--- src/rtl/dm_lsu_pkg.sv ---
// -----------------------------------------------------------------------------
// lsu_pkg -- shared types and helpers for the dm_lsu load/store unit.
//   size_e  : request size encoding (byte / half / word / reserved)
//   state_e : LSU control FSM states
//   LANES   : byte lanes per data-memory word
//   req_is_err() : misalignment / illegal-size decode for a new request
// Optional feature macro: LSU_SUBWORD_EN (byte and halfword accesses).
// -----------------------------------------------------------------------------
package lsu_pkg;

  typedef enum logic [1:0] {
    SZ_BYTE = 2'b00,
    SZ_HALF = 2'b01,
    SZ_WORD = 2'b10,
    SZ_RSVD = 2'b11
  } size_e;

  typedef enum logic [1:0] {
    IDLE = 2'b00,
    RD   = 2'b01,
    WR   = 2'b10,
    RESP = 2'b11
  } state_e;

  localparam int unsigned LANES = 4;

  // A request is rejected when its size is not supported in this build or
  // when the byte address is not naturally aligned to that size.
  function automatic logic req_is_err(input size_e sz, input logic [1:0] lo);
    logic err;
    case (sz)
`ifdef LSU_SUBWORD_EN
      SZ_BYTE: err = 1'b0;
      SZ_HALF: err = lo[0];
`else
      SZ_BYTE: err = 1'b1;
      SZ_HALF: err = 1'b1;
`endif
      SZ_WORD: err = (lo != 2'b00);
      default: err = 1'b1;
    endcase
    return err;
  endfunction

endpackage

--- src/rtl/dm_lsu_if.sv ---
// -----------------------------------------------------------------------------
// dm_lsu_if -- request/response handshake between the execute stage and the
// load/store unit.
//   req_*  : valid/ready request channel (write, size, unsigned, addr, wdata)
//   resp_* : valid/ready response channel (rdata, err)
// Modports: master = execute stage side, slave = LSU side.
// -----------------------------------------------------------------------------
interface dm_lsu_if #(
  parameter int ADSize = 16,
  parameter int DASize = 32
) ();
  logic              req_valid;
  logic              req_ready;
  logic              req_write;
  logic [1:0]        req_size;
  logic              req_unsigned;
  logic [ADSize+1:0] req_addr;
  logic [DASize-1:0] req_wdata;
  logic              resp_valid;
  logic              resp_ready;
  logic [DASize-1:0] resp_rdata;
  logic              resp_err;

  modport master (
    output req_valid, req_write, req_size, req_unsigned, req_addr, req_wdata,
    output resp_ready,
    input  req_ready, resp_valid, resp_rdata, resp_err
  );

  modport slave (
    input  req_valid, req_write, req_size, req_unsigned, req_addr, req_wdata,
    input  resp_ready,
    output req_ready, resp_valid, resp_rdata, resp_err
  );
endinterface

--- src/rtl/lsu_lane_align.sv ---
// -----------------------------------------------------------------------------
// lsu_lane_align -- purely combinational lane logic for sub-word accesses.
//   rd_word     in  : word read from data memory
//   lane        in  : byte address bits [1:0]
//   size        in  : access size
//   is_unsigned in  : zero-extend loads instead of sign-extend
//   wdata       in  : right-aligned store data
//   load_data   out : extracted and extended load result
//   merged      out : rd_word with only the addressed lane replaced
// Lanes are little-endian: byte k occupies bits [8k+7:8k].
// -----------------------------------------------------------------------------
module lsu_lane_align
  import lsu_pkg::*;
(
  input  logic [31:0] rd_word,
  input  logic [1:0]  lane,
  input  size_e       size,
  input  logic        is_unsigned,
  input  logic [31:0] wdata,
  output logic [31:0] load_data,
  output logic [31:0] merged
);

  logic [7:0]  byte_s;
  logic [15:0] half_s;
  logic        ext_s;

  // Select the addressed lanes out of the read word.
  always_comb begin
    byte_s = rd_word[{lane, 3'b000} +: 8];
    half_s = lane[1] ? rd_word[31:16] : rd_word[15:0];
  end

  // Extend loads and splice store data into the read word.
  always_comb begin
    load_data = rd_word;
    merged    = rd_word;
    ext_s     = 1'b0;
    case (size)
      SZ_BYTE: begin
        ext_s     = ~is_unsigned & byte_s[7];
        load_data = {{24{ext_s}}, byte_s};
        merged[{lane, 3'b000} +: 8] = wdata[7:0];
      end
      SZ_HALF: begin
        ext_s     = ~is_unsigned & half_s[15];
        load_data = {{16{ext_s}}, half_s};
        if (lane[1]) begin
          merged[31:16] = wdata[15:0];
        end else begin
          merged[15:0] = wdata[15:0];
        end
      end
      SZ_WORD: begin
        load_data = rd_word;
        merged    = wdata;
      end
      default: begin
        load_data = 32'h0000_0000;
        merged    = rd_word;
      end
    endcase
  end

endmodule

--- src/rtl/dm_lsu.sv ---
// -----------------------------------------------------------------------------
// dm_lsu -- load/store unit in front of the 64Kx32 data memory.
//   clk, rst (sync, active-high)
//   bus        : dm_lsu_if.slave request/response handshake
//   DM_enable  : data-memory access strobe (one cycle per access)
//   DM_write   : data-memory write select
//   DM_address : word address (byte address bits [ADSize+1:2])
//   DM_in      : data-memory write data
//   DM_out     : data-memory read data, valid after the negedge of a read
// Sub-word stores are read-modify-write (RD then WR). All DM_* outputs decode
// from registered state and latched request fields only.
// Optional feature macro: LSU_SUBWORD_EN enables byte/halfword accesses;
// without it only word requests are legal.
// -----------------------------------------------------------------------------
module dm_lsu
  import lsu_pkg::*;
#(
  parameter int ADSize = 16,
  parameter int DASize = 32
) (
  input  logic              clk,
  input  logic              rst,
  dm_lsu_if.slave           bus,
  output logic              DM_enable,
  output logic              DM_write,
  output logic [ADSize-1:0] DM_address,
  output logic [DASize-1:0] DM_in,
  input  logic [DASize-1:0] DM_out
);

  state_e            state_q,  state_d;
  logic [ADSize-1:0] waddr_q,  waddr_d;
  logic              write_q,  write_d;
  logic [DASize-1:0] wdata_q,  wdata_d;
  logic [DASize-1:0] rdata_q,  rdata_d;
  logic              err_q,    err_d;
  logic [DASize-1:0] load_data_s;
  logic [DASize-1:0] merged_s;
  size_e             req_size_s;

  assign req_size_s = size_e'(bus.req_size);

`ifdef LSU_SUBWORD_EN
  size_e             size_q,   size_d;
  logic [1:0]        lane_q,   lane_d;
  logic              uns_q,    uns_d;

  lsu_lane_align u_align (
    .rd_word     (DM_out),
    .lane        (lane_q),
    .size        (size_q),
    .is_unsigned (uns_q),
    .wdata       (wdata_q),
    .load_data   (load_data_s),
    .merged      (merged_s)
  );

  // Sub-word request fields, only needed by the lane logic.
  always_ff @(posedge clk) begin
    if (rst) begin
      size_q <= SZ_BYTE;
      lane_q <= 2'b00;
      uns_q  <= 1'b0;
    end else begin
      size_q <= size_d;
      lane_q <= lane_d;
      uns_q  <= uns_d;
    end
  end
`else
  assign load_data_s = DM_out;
  assign merged_s    = wdata_q;
`endif

  // State and latched request/response registers.
  always_ff @(posedge clk) begin
    if (rst) begin
      state_q <= IDLE;
      waddr_q <= {ADSize{1'b0}};
      write_q <= 1'b0;
      wdata_q <= {DASize{1'b0}};
      rdata_q <= {DASize{1'b0}};
      err_q   <= 1'b0;
    end else begin
      state_q <= state_d;
      waddr_q <= waddr_d;
      write_q <= write_d;
      wdata_q <= wdata_d;
      rdata_q <= rdata_d;
      err_q   <= err_d;
    end
  end

  // Next-state and data-path update.
  always_comb begin
    state_d = state_q;
    waddr_d = waddr_q;
    write_d = write_q;
    wdata_d = wdata_q;
    rdata_d = rdata_q;
    err_d   = err_q;
`ifdef LSU_SUBWORD_EN
    size_d  = size_q;
    lane_d  = lane_q;
    uns_d   = uns_q;
`endif
    case (state_q)
      IDLE: begin
        if (bus.req_valid) begin
          waddr_d = bus.req_addr[ADSize+1:2];
          write_d = bus.req_write;
          wdata_d = bus.req_wdata;
          rdata_d = {DASize{1'b0}};
          err_d   = 1'b0;
`ifdef LSU_SUBWORD_EN
          size_d  = req_size_s;
          lane_d  = bus.req_addr[1:0];
          uns_d   = bus.req_unsigned;
`endif
          if (req_is_err(req_size_s, bus.req_addr[1:0])) begin
            err_d   = 1'b1;
            state_d = RESP;
          end else if (bus.req_write && (req_size_s == SZ_WORD)) begin
            state_d = WR;
          end else begin
            state_d = RD;
          end
        end else begin
          state_d = IDLE;
        end
      end
      RD: begin
        // Only loads and sub-word stores reach RD.
        if (write_q) begin
          wdata_d = merged_s;
          state_d = WR;
        end else begin
          rdata_d = load_data_s;
          state_d = RESP;
        end
      end
      WR: begin
        state_d = RESP;
      end
      RESP: begin
        if (bus.resp_ready) begin
          state_d = IDLE;
        end else begin
          state_d = RESP;
        end
      end
      default: begin
        state_d = IDLE;
      end
    endcase
  end

  // Output decode from registered state; rst masks any in-flight access.
  always_comb begin
    DM_enable      = 1'b0;
    DM_write       = 1'b0;
    DM_in          = {DASize{1'b0}};
    DM_address     = waddr_q;
    bus.req_ready  = 1'b0;
    bus.resp_valid = 1'b0;
    bus.resp_rdata = rdata_q;
    bus.resp_err   = err_q;
    case (state_q)
      IDLE: begin
        bus.req_ready = ~rst;
      end
      RD: begin
        DM_enable = ~rst;
      end
      WR: begin
        DM_enable = ~rst;
        DM_write  = ~rst;
        DM_in     = wdata_q;
      end
      RESP: begin
        bus.resp_valid = 1'b1;
      end
      default: begin
        DM_enable = 1'b0;
      end
    endcase
  end

endmodule

--- src/flat_wrapper.sv ---
// flat-port wrapper written by rule: the top's interface ports become plain ports
module dm_lsu_flat import lsu_pkg::*;
#(
  parameter int ADSize = 16,
  parameter int DASize = 32
)
  (clk, rst, DM_enable, DM_write, DM_address, DM_in, DM_out, bus_req_valid, bus_req_write, bus_req_size, bus_req_unsigned, bus_req_addr, bus_req_wdata, bus_resp_ready, bus_req_ready, bus_resp_valid, bus_resp_rdata, bus_resp_err);
  dm_lsu_if #(.ADSize(ADSize), .DASize(DASize)) bus_i ();
  input  logic clk;
  input  logic rst;
  output logic DM_enable;
  output logic DM_write;
  output logic [ADSize-1:0] DM_address;
  output logic [DASize-1:0] DM_in;
  input  logic [DASize-1:0] DM_out;
  input wire logic [$bits(bus_i.req_valid)-1:0] bus_req_valid;
  input wire logic [$bits(bus_i.req_write)-1:0] bus_req_write;
  input wire logic [$bits(bus_i.req_size)-1:0] bus_req_size;
  input wire logic [$bits(bus_i.req_unsigned)-1:0] bus_req_unsigned;
  input wire logic [$bits(bus_i.req_addr)-1:0] bus_req_addr;
  input wire logic [$bits(bus_i.req_wdata)-1:0] bus_req_wdata;
  input wire logic [$bits(bus_i.resp_ready)-1:0] bus_resp_ready;
  output wire logic [$bits(bus_i.req_ready)-1:0] bus_req_ready;
  output wire logic [$bits(bus_i.resp_valid)-1:0] bus_resp_valid;
  output wire logic [$bits(bus_i.resp_rdata)-1:0] bus_resp_rdata;
  output wire logic [$bits(bus_i.resp_err)-1:0] bus_resp_err;
  assign bus_i.req_valid = bus_req_valid;
  assign bus_i.req_write = bus_req_write;
  assign bus_i.req_size = bus_req_size;
  assign bus_i.req_unsigned = bus_req_unsigned;
  assign bus_i.req_addr = bus_req_addr;
  assign bus_i.req_wdata = bus_req_wdata;
  assign bus_i.resp_ready = bus_resp_ready;
  assign bus_req_ready = bus_i.req_ready;
  assign bus_resp_valid = bus_i.resp_valid;
  assign bus_resp_rdata = bus_i.resp_rdata;
  assign bus_resp_err = bus_i.resp_err;
  dm_lsu #(.ADSize(ADSize), .DASize(DASize)) u_core (.clk(clk), .rst(rst), .bus(bus_i), .DM_enable(DM_enable), .DM_write(DM_write), .DM_address(DM_address), .DM_in(DM_in), .DM_out(DM_out));
endmodule
--- config.mk ---
export PLATFORM = sky130hd
export DESIGN_NAME = dm_lsu_flat
export DESIGN_NICKNAME = d
export VERILOG_FILES = /design/src/rtl/dm_lsu_pkg.sv /design/src/rtl/dm_lsu_if.sv /design/src/rtl/lsu_lane_align.sv /design/src/rtl/dm_lsu.sv /design/src/flat_wrapper.sv
export SDC_FILE = /design/constraint.sdc
export NUM_CORES = 1
export LEC_CHECK = 0
export ABC_AREA = 1
export CAP_MARGIN = 20
export CORE_MARGIN = 5
export CORE_UTILIZATION = 42
export CTS_BUF_LIST = sky130_fd_sc_hd__clkbuf_8
export DETAILED_ROUTE_END_ITERATION = 7
export PLACE_DENSITY = 0.82
export SLEW_MARGIN = 5
export SYNTH_ARGS = -nofsm -noshare
export SYNTH_HDL_FRONTEND = slang
export SYNTH_SLANG_ARGS = --single-unit
export TNS_END_PERCENT = 30
--- constraint.sdc ---
create_clock -name clk -period 2 [get_ports clk]
set_input_delay 0.4 -clock clk [delete_from_list [all_inputs] [get_ports clk]]
set_output_delay 0.4 -clock clk [all_outputs]
set_load 0.005 [all_outputs]
==> impl_summary.txt, run 1 <==
----------------------------------------------------
[Run status]
  Status ... finished, final reports clean

[Floorplanning]
  Vertical extent of the die ... between 100 and 150 um
  Starting density of the core ... between 40% and 50%
  Die width ... 103 um
  Die Area ... roughly 0.011 mm^2
  # rows ... 34
  I/O pin count ... between 150 and 200
  Area of the core region ... about 0.0086 mm^2

[Critical path]
  Critical path peak fanout ... 3
  Worst EP required ... between 1.5 and 2 ns
  Type of the worst setup path ... flip-flop to primary output
  Reg2reg start ... u_core.state_q[1]
  Library cell contributing the largest single delay on the critical path ... sky130_fd_sc_hd__dfxtp_2
  Cell class contributing the biggest share of worst-path delay ... flip-flops
  Data arrival time of the critical path ... around 1.5 ns
  Register-to-Register Setup Slack ... around 0.31 ns
  Slowest stage delay, CP ... between 0.3 and 0.4 ns
  Crit path cell chain ... inv_2 > ha_2 > inv_1 > nor2_1 > dlygate4sd2_1
  Buf/Inv on CP ... 3
  Startpoint type of the worst setup path ... flip-flop
  Reg2reg path depth ... 7
  Capturing point of the worst reg2reg path ... u_core.merged_s[15]
  Worst Setup End Kind ... primary output

[Route]
  Avg WL per Cell ... ~13 um
  Detail-routed via count per cell ... between 4 and 5
  Number of vias in the routed layout ... about 4k
  DRC violation total after the first TritonRoute iteration ... 143
  Post-route DRC violation count ... 0
  First-pass detailed-route iteration total ... 4
  Residual antenna-violating net count after detailed routing ... 0
  Final WL ... ~11 mm

[CTS]
  TritonCTS clock tree ... yes
  Clock buffer depth ... 2
  Number of clock buffers inserted by TritonCTS ... 9
  Root buffer selected by CTS ... sky130_fd_sc_hd__clkbuf_8
  Skew-Pair Late Insertion Delay ... between 0.3 and 0.4 ns
  Clock sink count ... 84
  CTS H-Tree Depth ... 3
  Hold-fix buffers at CTS ... 0
  Clk pin slew, worst setup/hold paths ... ~0.080 ns

[Timing]
  Tightest Pin Transition ... ~0.37 ns
  Fin crit share ... between 90% and 100%
  Final hold violation count ... 0
  Number of max-slew violations in the final report ... 0
  Time the worst path needs with I/O delays and setup ... around 1.9 ns
  Setup repair after global routing missed its margin ... no
  Final setup violation count ... 0
  Final setup TNS ... 0 ns
  Setup skew after layout ... about 0.0078 ns
  Worst slew margin relative to its limit ... between 70% and 80%
  Achievable frequency ... 530 MHz

[Yosys]
  Post-synthesis mux area share ... 0%
  Cell type with the highest aggregate area in the netlist ... sky130_fd_sc_hd__dfxtp_1
  Mean instance size in the synthesized netlist ... 6.80 um^2
  Gate count after technology mapping ... between 500 and 600
  Simple-gate area share of the yosys netlist ... between 20% and 30%
  Xor-xnor portion of the synthesized cell area ... 0%
  Total number of yosys warnings ... 0
  Synthesized area ... approximately 0.0036 mm^2
  Compound-cell area share of the yosys netlist ... approximately 12%
  Dominant synthesized flop cell ... sky130_fd_sc_hd__dfxtp_1
  Post-synth EDFFs ... 0
  Fraction of the yosys area taken by sequential cells ... 46.1%
  Syn Nets ... 632
  Distinct cell type count after synthesis ... 19
  Most numerous cell types in the synthesized netlist ... 133 x sky130_fd_sc_hd__nor2_1, 105 x sky130_fd_sc_hd__nand2_1, 84 x sky130_fd_sc_hd__dfxtp_1, 50 x sky130_fd_sc_hd__inv_1, 49 x sky130_fd_sc_hd__o21ai_0
  Async set or reset register ratio after synthesis ... 0%
  Most frequent cell after synthesis ... sky130_fd_sc_hd__nor2_1
  FF+latch count, synth ... 84
  Top-area cell type share of the netlist area ... approximately 46%
  Combinational family with the most area after synthesis ... simple AND/OR/NAND/NOR gates
  Adder-cell share of the synthesized area ... about 1.7%
  Cells taking the most area after synthesis ... sky130_fd_sc_hd__dfxtp_1 46%, sky130_fd_sc_hd__nor2_1 14%, sky130_fd_sc_hd__nand2_1 11%

[Pwr]
  Clock power share ... between 20% and 30%
  Maximum vdd ir drop ... 0.449 mV
  Reg power frac ... between 40% and 50%
  Combinational fraction of design power ... between 20 and 30%
  Power density relative to cell area ... 828 mW/mm^2
  Switching power as a share of total power ... just under 30%
  Internal power component ... 3.35 mW
  Tot Pwr ... ~4.7 mW
  Switching power of the nets ... roughly 1.4 mW
  P_leak ... between 2 and 3 nW

[Global routing]
  Antenna violations before repair ... 0
  Vias in the first global route ... around 3.7k
  First-pass GRT wire length ... ~17 mm
  Maximum number of pins on one net before global-route repair ... 55
  GR Util All Layers ... about a fifth
  Remaining global-route overflow ... 0

[Run]
  Max_cap viols ... 0

[Cells and area]
  Signed area change from the synthesized netlist to the final layout ... 56.9%
  Final net count ... between 700 and 800
  Antenna cells ... 0
  Share of final-layout standard cells stronger than drive strength 1 ... 6.10%
  FILL cells ... around 740

[Min path]
  Class of the most critical hold timing path ... flip-flop to flip-flop
  Worst Hold Launch ... u_core.write_q
  Number of cells on the worst hold path ... 2
  Hold-critical path endpoint ... u_core.write_q

[Place]
  Final weighted congestion in routability-driven placement ... approximately 0.84
  # port buffers ... ~170
  Final HPWL DP ... 7.76 mm

----------------------------------------------------
layout make-up:
| cell class | instances | area, um^2 | share of cell area [%] |
|---|---|---|---|
| inverters | 53 | 199 | 3.47 |
| clock buffers | 9 | 124 | 2.16 |
| well taps | 108 | 135 | 2.36 |
| repair buffers | 188 | 1900 | 33.1 |
| clock inverters | 7 | 92.6 | 1.62 |
| multi-input cells | 364 | 1600 | 27.9 |
| flip-flops and latches | 84 | 1680 | 29.4 |
power by group through the flow:
stage / clock, mW / combinational (mW) / sequential, mW
2_1_floorplan: 0 / 0.705 / 2.06
3_3_place_gp: 0 / 1.39 / 2.05
3_5_place_dp: 0 / 1.42 / 2.06
4_1_cts: 1.33 / 1.42 / 2.02
5_1_grt: 1.41 / 1.58 / 2.05
6_report: 1.31 / 1.41 / 2.03
repair_timing:
action	in CTS	in global routing
endpoints found under the setup margin	35	1
buffers inserted	2	0
resized for setup	40	3
worst min-delay path, stage by stage (launching register included):
cell                      delay, ns
sky130_fd_sc_hd__dfxtp_1       0.32
sky130_fd_sc_hd__inv_1         0.06
sky130_fd_sc_hd__a21oi_1       0.05
layout by cell type (no fill, tap or decap), types with 3 or more instances in the layout:
cell type / count
sky130_fd_sc_hd__a21oi_1: 35
sky130_fd_sc_hd__buf_12: 7
sky130_fd_sc_hd__buf_4: 7
sky130_fd_sc_hd__clkbuf_8: 9
sky130_fd_sc_hd__clkdlybuf4s50_1: 138
sky130_fd_sc_hd__dfxtp_1: 82
sky130_fd_sc_hd__dlygate4sd2_1: 34
sky130_fd_sc_hd__ha_1: 3
sky130_fd_sc_hd__inv_1: 49
sky130_fd_sc_hd__inv_2: 5
sky130_fd_sc_hd__nand2_1: 105
sky130_fd_sc_hd__nand3_1: 32
sky130_fd_sc_hd__nor2_1: 133
sky130_fd_sc_hd__o21ai_0: 49
worst max path at each step:
stage / startpoint / endpoint / depth (start not counted)
finish: u_core.state_q[1] / DM_enable / 5
global route: u_core.state_q[1] / DM_enable / 5
detailed placement: rst / DM_enable / 3
global placement: rst / DM_enable / 3
floorplan: u_core.state_q[0] / DM_in[0] / 6
CTS: u_core.state_q[1] / bus_req_ready / 5
flip-flops by register name, indices dropped and copies added (netlist names):
signal / cells
u_core.merged_s: 32
u_core.bus.resp_err: 1
u_core.bus.resp_rdata: 32
u_core.write_q: 1
u_core.DM_address: 16
u_core.state_q: 2
routing by layer:
metal	vias to the layer above	global-route usage [%]	share of wire, %	wire length [um]
met1	1734	23.8	41	4320
met4	0	7.27	1.7	181
met3	15	7.18	11	1120
li1	1985	-	-	-
met2	159	32.2	47	4930
met5	-	0	0	0
kinds of logic after synthesis:
group / after synthesis
buffers and inverters: 89
AOI/OAI and AO/OA: 86
DFF: 84
and+or+nand+nor: 273
adders and majority gates: 5
metrics by stage:
step / worst slack [ns] / utilization [%] / hold WS, ns / area, um^2 / cells
after global placement: 0.0528 / 64.2 / 0.462 / 5520 / 795
after CTS: -0.0834 / 66.6 / 0.481 / 5720 / 813
after detailed placement: 0.0596 / 64.2 / 0.467 / 5520 / 795
after floorplan: 0.477 / - / 0.455 / 3650 / 537
after global routing: 0.0189 / 66.7 / 0.511 / 5730 / 813
final: 0.113 / 66.7 / 0.480 / 5730 / 813
(Power assumes the default switching activity.)
==> run 2, diff against run 1 <==
==> constraint.sdc (replaced) <==
create_clock -name clk -period 1.9 [get_ports clk]
set_input_delay 0.38 -clock clk [delete_from_list [all_inputs] [get_ports clk]]
set_output_delay 0.38 -clock clk [all_outputs]
set_load 0.1 [all_outputs]
==> run 2 against run 1 <==
Final area increased by 5.7%. Critical path depth is 1 higher. First-iteration DRC count down 18%. Worst hold slack better by 0.0054 ns. Utilization is 3.8 points higher. Sequential share of layout area fell by 1.6 points. Sequential power rose by 5%. Global-route usage down 0.40 points.
==> impl_summary.txt, run 2 (synthesis results as in run 1) <==
----------------------------------------------------
[Pwr]
  Internal power component ... 3.54 mW
  Maximum vdd ir drop ... roughly 0.47 mV
  P_leak ... ~2.7 nW
  Tot Pwr ... 6.39 mW
  Combinational fraction of design power ... between 40% and 50%
  Reg power frac ... about a third
  Power density relative to cell area ... 1050 mW/mm^2
  Switching power of the nets ... about 2.9 mW
  Clock power share ... 20.3%
  Switching power as a share of total power ... 44.6%

[Critical path]
  Crit path cell chain ... inv_2 > ha_4 > buf_12 > nand2_1 > clkinvlp_4 > buf_12
  Critical path peak fanout ... 9
  Worst Setup End Kind ... primary output
  Most repeated library cell on the critical path ... sky130_fd_sc_hd__buf_12
  Library cell contributing the largest single delay on the critical path ... sky130_fd_sc_hd__dfxtp_2
  Startpoint type of the worst setup path ... flip-flop
  Worst EP required ... between 1.5 and 2 ns
  Slowest stage delay, CP ... approximately 0.36 ns
  Type of the worst setup path ... flip-flop to primary output
  Data arrival time of the critical path ... about 1.5 ns

[CTS]
  Clk pin slew, worst setup/hold paths ... roughly 0.080 ns
  Clock sink count ... 84
  TritonCTS clock tree ... yes
  Root buffer selected by CTS ... sky130_fd_sc_hd__clkbuf_8
  Hold-fix buffers at CTS ... 0
  Clock buffer depth ... 2
  Number of clock buffers inserted by TritonCTS ... 9
  CTS H-Tree Depth ... 3
  Skew-Pair Late Insertion Delay ... about 0.35 ns

[Route]
  Final WL ... 10.8 mm
  Number of vias in the routed layout ... a little under 4k
  Avg WL per Cell ... ~13 um
  First-pass detailed-route iteration total ... 4
  Post-route DRC violation count ... 0
  DRC violation total after the first TritonRoute iteration ... about 120
  Detail-routed via count per cell ... about 4.7
  Residual antenna-violating net count after detailed routing ... 0

[Floorplanning]
  Area of the core region ... approximately 0.0086 mm^2
  Vertical extent of the die ... 103 um
  Die Area ... about 0.011 mm^2
  Starting density of the core ... 42.5%
  # rows ... 34
  Die width ... just over 100 um
  I/O pin count ... approximately 180

[Cells and area]
  Commonest non-fill, non-tap cell in the layout ... sky130_fd_sc_hd__nor2_1
  Signed area change from the synthesized netlist to the final layout ... 65.9%
  FILL cells ... 683
  Antenna cells ... 0
  Highest-count cells in the layout ignoring fill and taps ... 130 x sky130_fd_sc_hd__nor2_1, 102 x sky130_fd_sc_hd__nand2_1, 88 x sky130_fd_sc_hd__clkdlybuf4s50_1
  Final net count ... about 800
  Share of final-layout standard cells stronger than drive strength 1 ... a little under a quarter
  Final cell area excluding filler cells ... 0.00606 mm^2

[Timing]
  Fin crit share ... a little under 100%
  Setup skew after layout ... roughly 0.011 ns
  Worst Slack Setup Final ... roughly 0.019 ns
  Worst slew margin relative to its limit ... 69.0%
  Final hold violation count ... 0
  Final setup violation count ... 0
  Time the worst path needs with I/O delays and setup ... between 1.5 and 2 ns
  Setup repair after global routing missed its margin ... yes
  Post-Route Hold Slack ... approximately 0.49 ns
  Number of max-slew violations in the final report ... 0
  Achievable frequency ... approximately 530 MHz
  Tightest Pin Transition ... 0.463 ns

[Global routing]
  Antenna violations before repair ... 0
  First-pass GRT wire length ... around 16 mm
  Maximum number of pins on one net before global-route repair ... 55
  Remaining global-route overflow ... 0
  GR Util All Layers ... approximately a fifth
  Vias in the first global route ... around 3.5k

[Place]
  # port buffers ... around 170
  Final weighted congestion in routability-driven placement ... around 0.83
  Final HPWL DP ... 7.91 mm
  Worst slack after detailed placement ... about 0.1 ns
  Total placed instance area ... between 0.005 and 0.006 mm^2

[Run]
  Max_cap viols ... 0

[Run status]
  Status ... finished, final reports clean

[Min path]
  Class of the most critical hold timing path ... flip-flop to flip-flop

----------------------------------------------------
[run 2: cell types whose count changed in the layout (fill, tap and decap cells not counted), moves of 5 or more]
cell / previous run / this run
sky130_fd_sc_hd__buf_12: 7 / 41
sky130_fd_sc_hd__buf_4: 7 / 57
sky130_fd_sc_hd__clkdlybuf4s50_1: 138 / 88
sky130_fd_sc_hd__clkinvlp_4: 2 / 7
sky130_fd_sc_hd__dlygate4sd2_1: 34 / 0
sky130_fd_sc_hd__inv_1: 49 / 15
sky130_fd_sc_hd__inv_2: 5 / 33
[run 2: final timing paths]
kind	from	to	slack [ns]	cells after the start
worst max-delay path	u_core.state_q[0]	DM_in[14]	0.02	6
worst min-delay path	u_core.DM_address[13]	u_core.DM_address[13]	0.49	2
worst min register to register	u_core.DM_address[13]	u_core.DM_address[13]	0.49	2
worst max register to register	u_core.state_q[1]	u_core.bus.resp_rdata[26]	0.33	8
[run 2: power by group through the flow]
stage	clock, mW	combinational, mW	sequential (mW)
finish	1.29	2.95	2.14
CTS	1.33	2.93	2.14
floorplan	0	1.03	3.24
global placement	0	2.86	2.16
detailed placement	0	2.90	2.17
global route	1.40	3.13	2.16
[run 2: layout make-up]
cell class,count,area (um^2),area share [%]
Sequential cell,84,1690,27.9
Multi-Input combinational cell,364,1630,26.9
Clock inverter,5,51.3,0.847
Clock buffer,11,151,2.50
Inverter,53,221,3.66
Timing Repair Buffer,188,2180,36.0
Tap cell,108,135,2.23
[run 2: layer usage]
metal  track usage [%]  up-vias  wire length (um)
li1                  -     1980                 -
met1              21.7     1718              4130
met2              33.9      137              5280
met3              8.18       11              1270
met4              4.48        0               134
met5                 0        -                 0
[run 2: critical path, delay by kind of cell, from the launching register on]
kind                       cells  cell delay (ns)
adders and majority gates      1             0.19
buffers and inverters          4             0.49
and+or+nand+nor                1             0.11
DFF                            1             0.36
[run 2: timing repair]
item	4_1_cts	5_1_grt
pin swaps	0	2
gates cloned	1	1
endpoints found under the setup margin	33	28
buffers inserted	1	0
resized for setup	5	37
[run 2: through the flow]
stage / utilization (%) / setup TNS (ns) / std cells
6_report: 70.5 / 0 / 813
5_1_grt: 70.5 / -0.207 / 813
4_1_cts: 69.9 / -0.0249 / 812
3_5_place_dp: 67.0 / 0 / 794
3_3_place_gp: 67.0 / 0 / 794
2_1_floorplan: - / -3.43 / 537
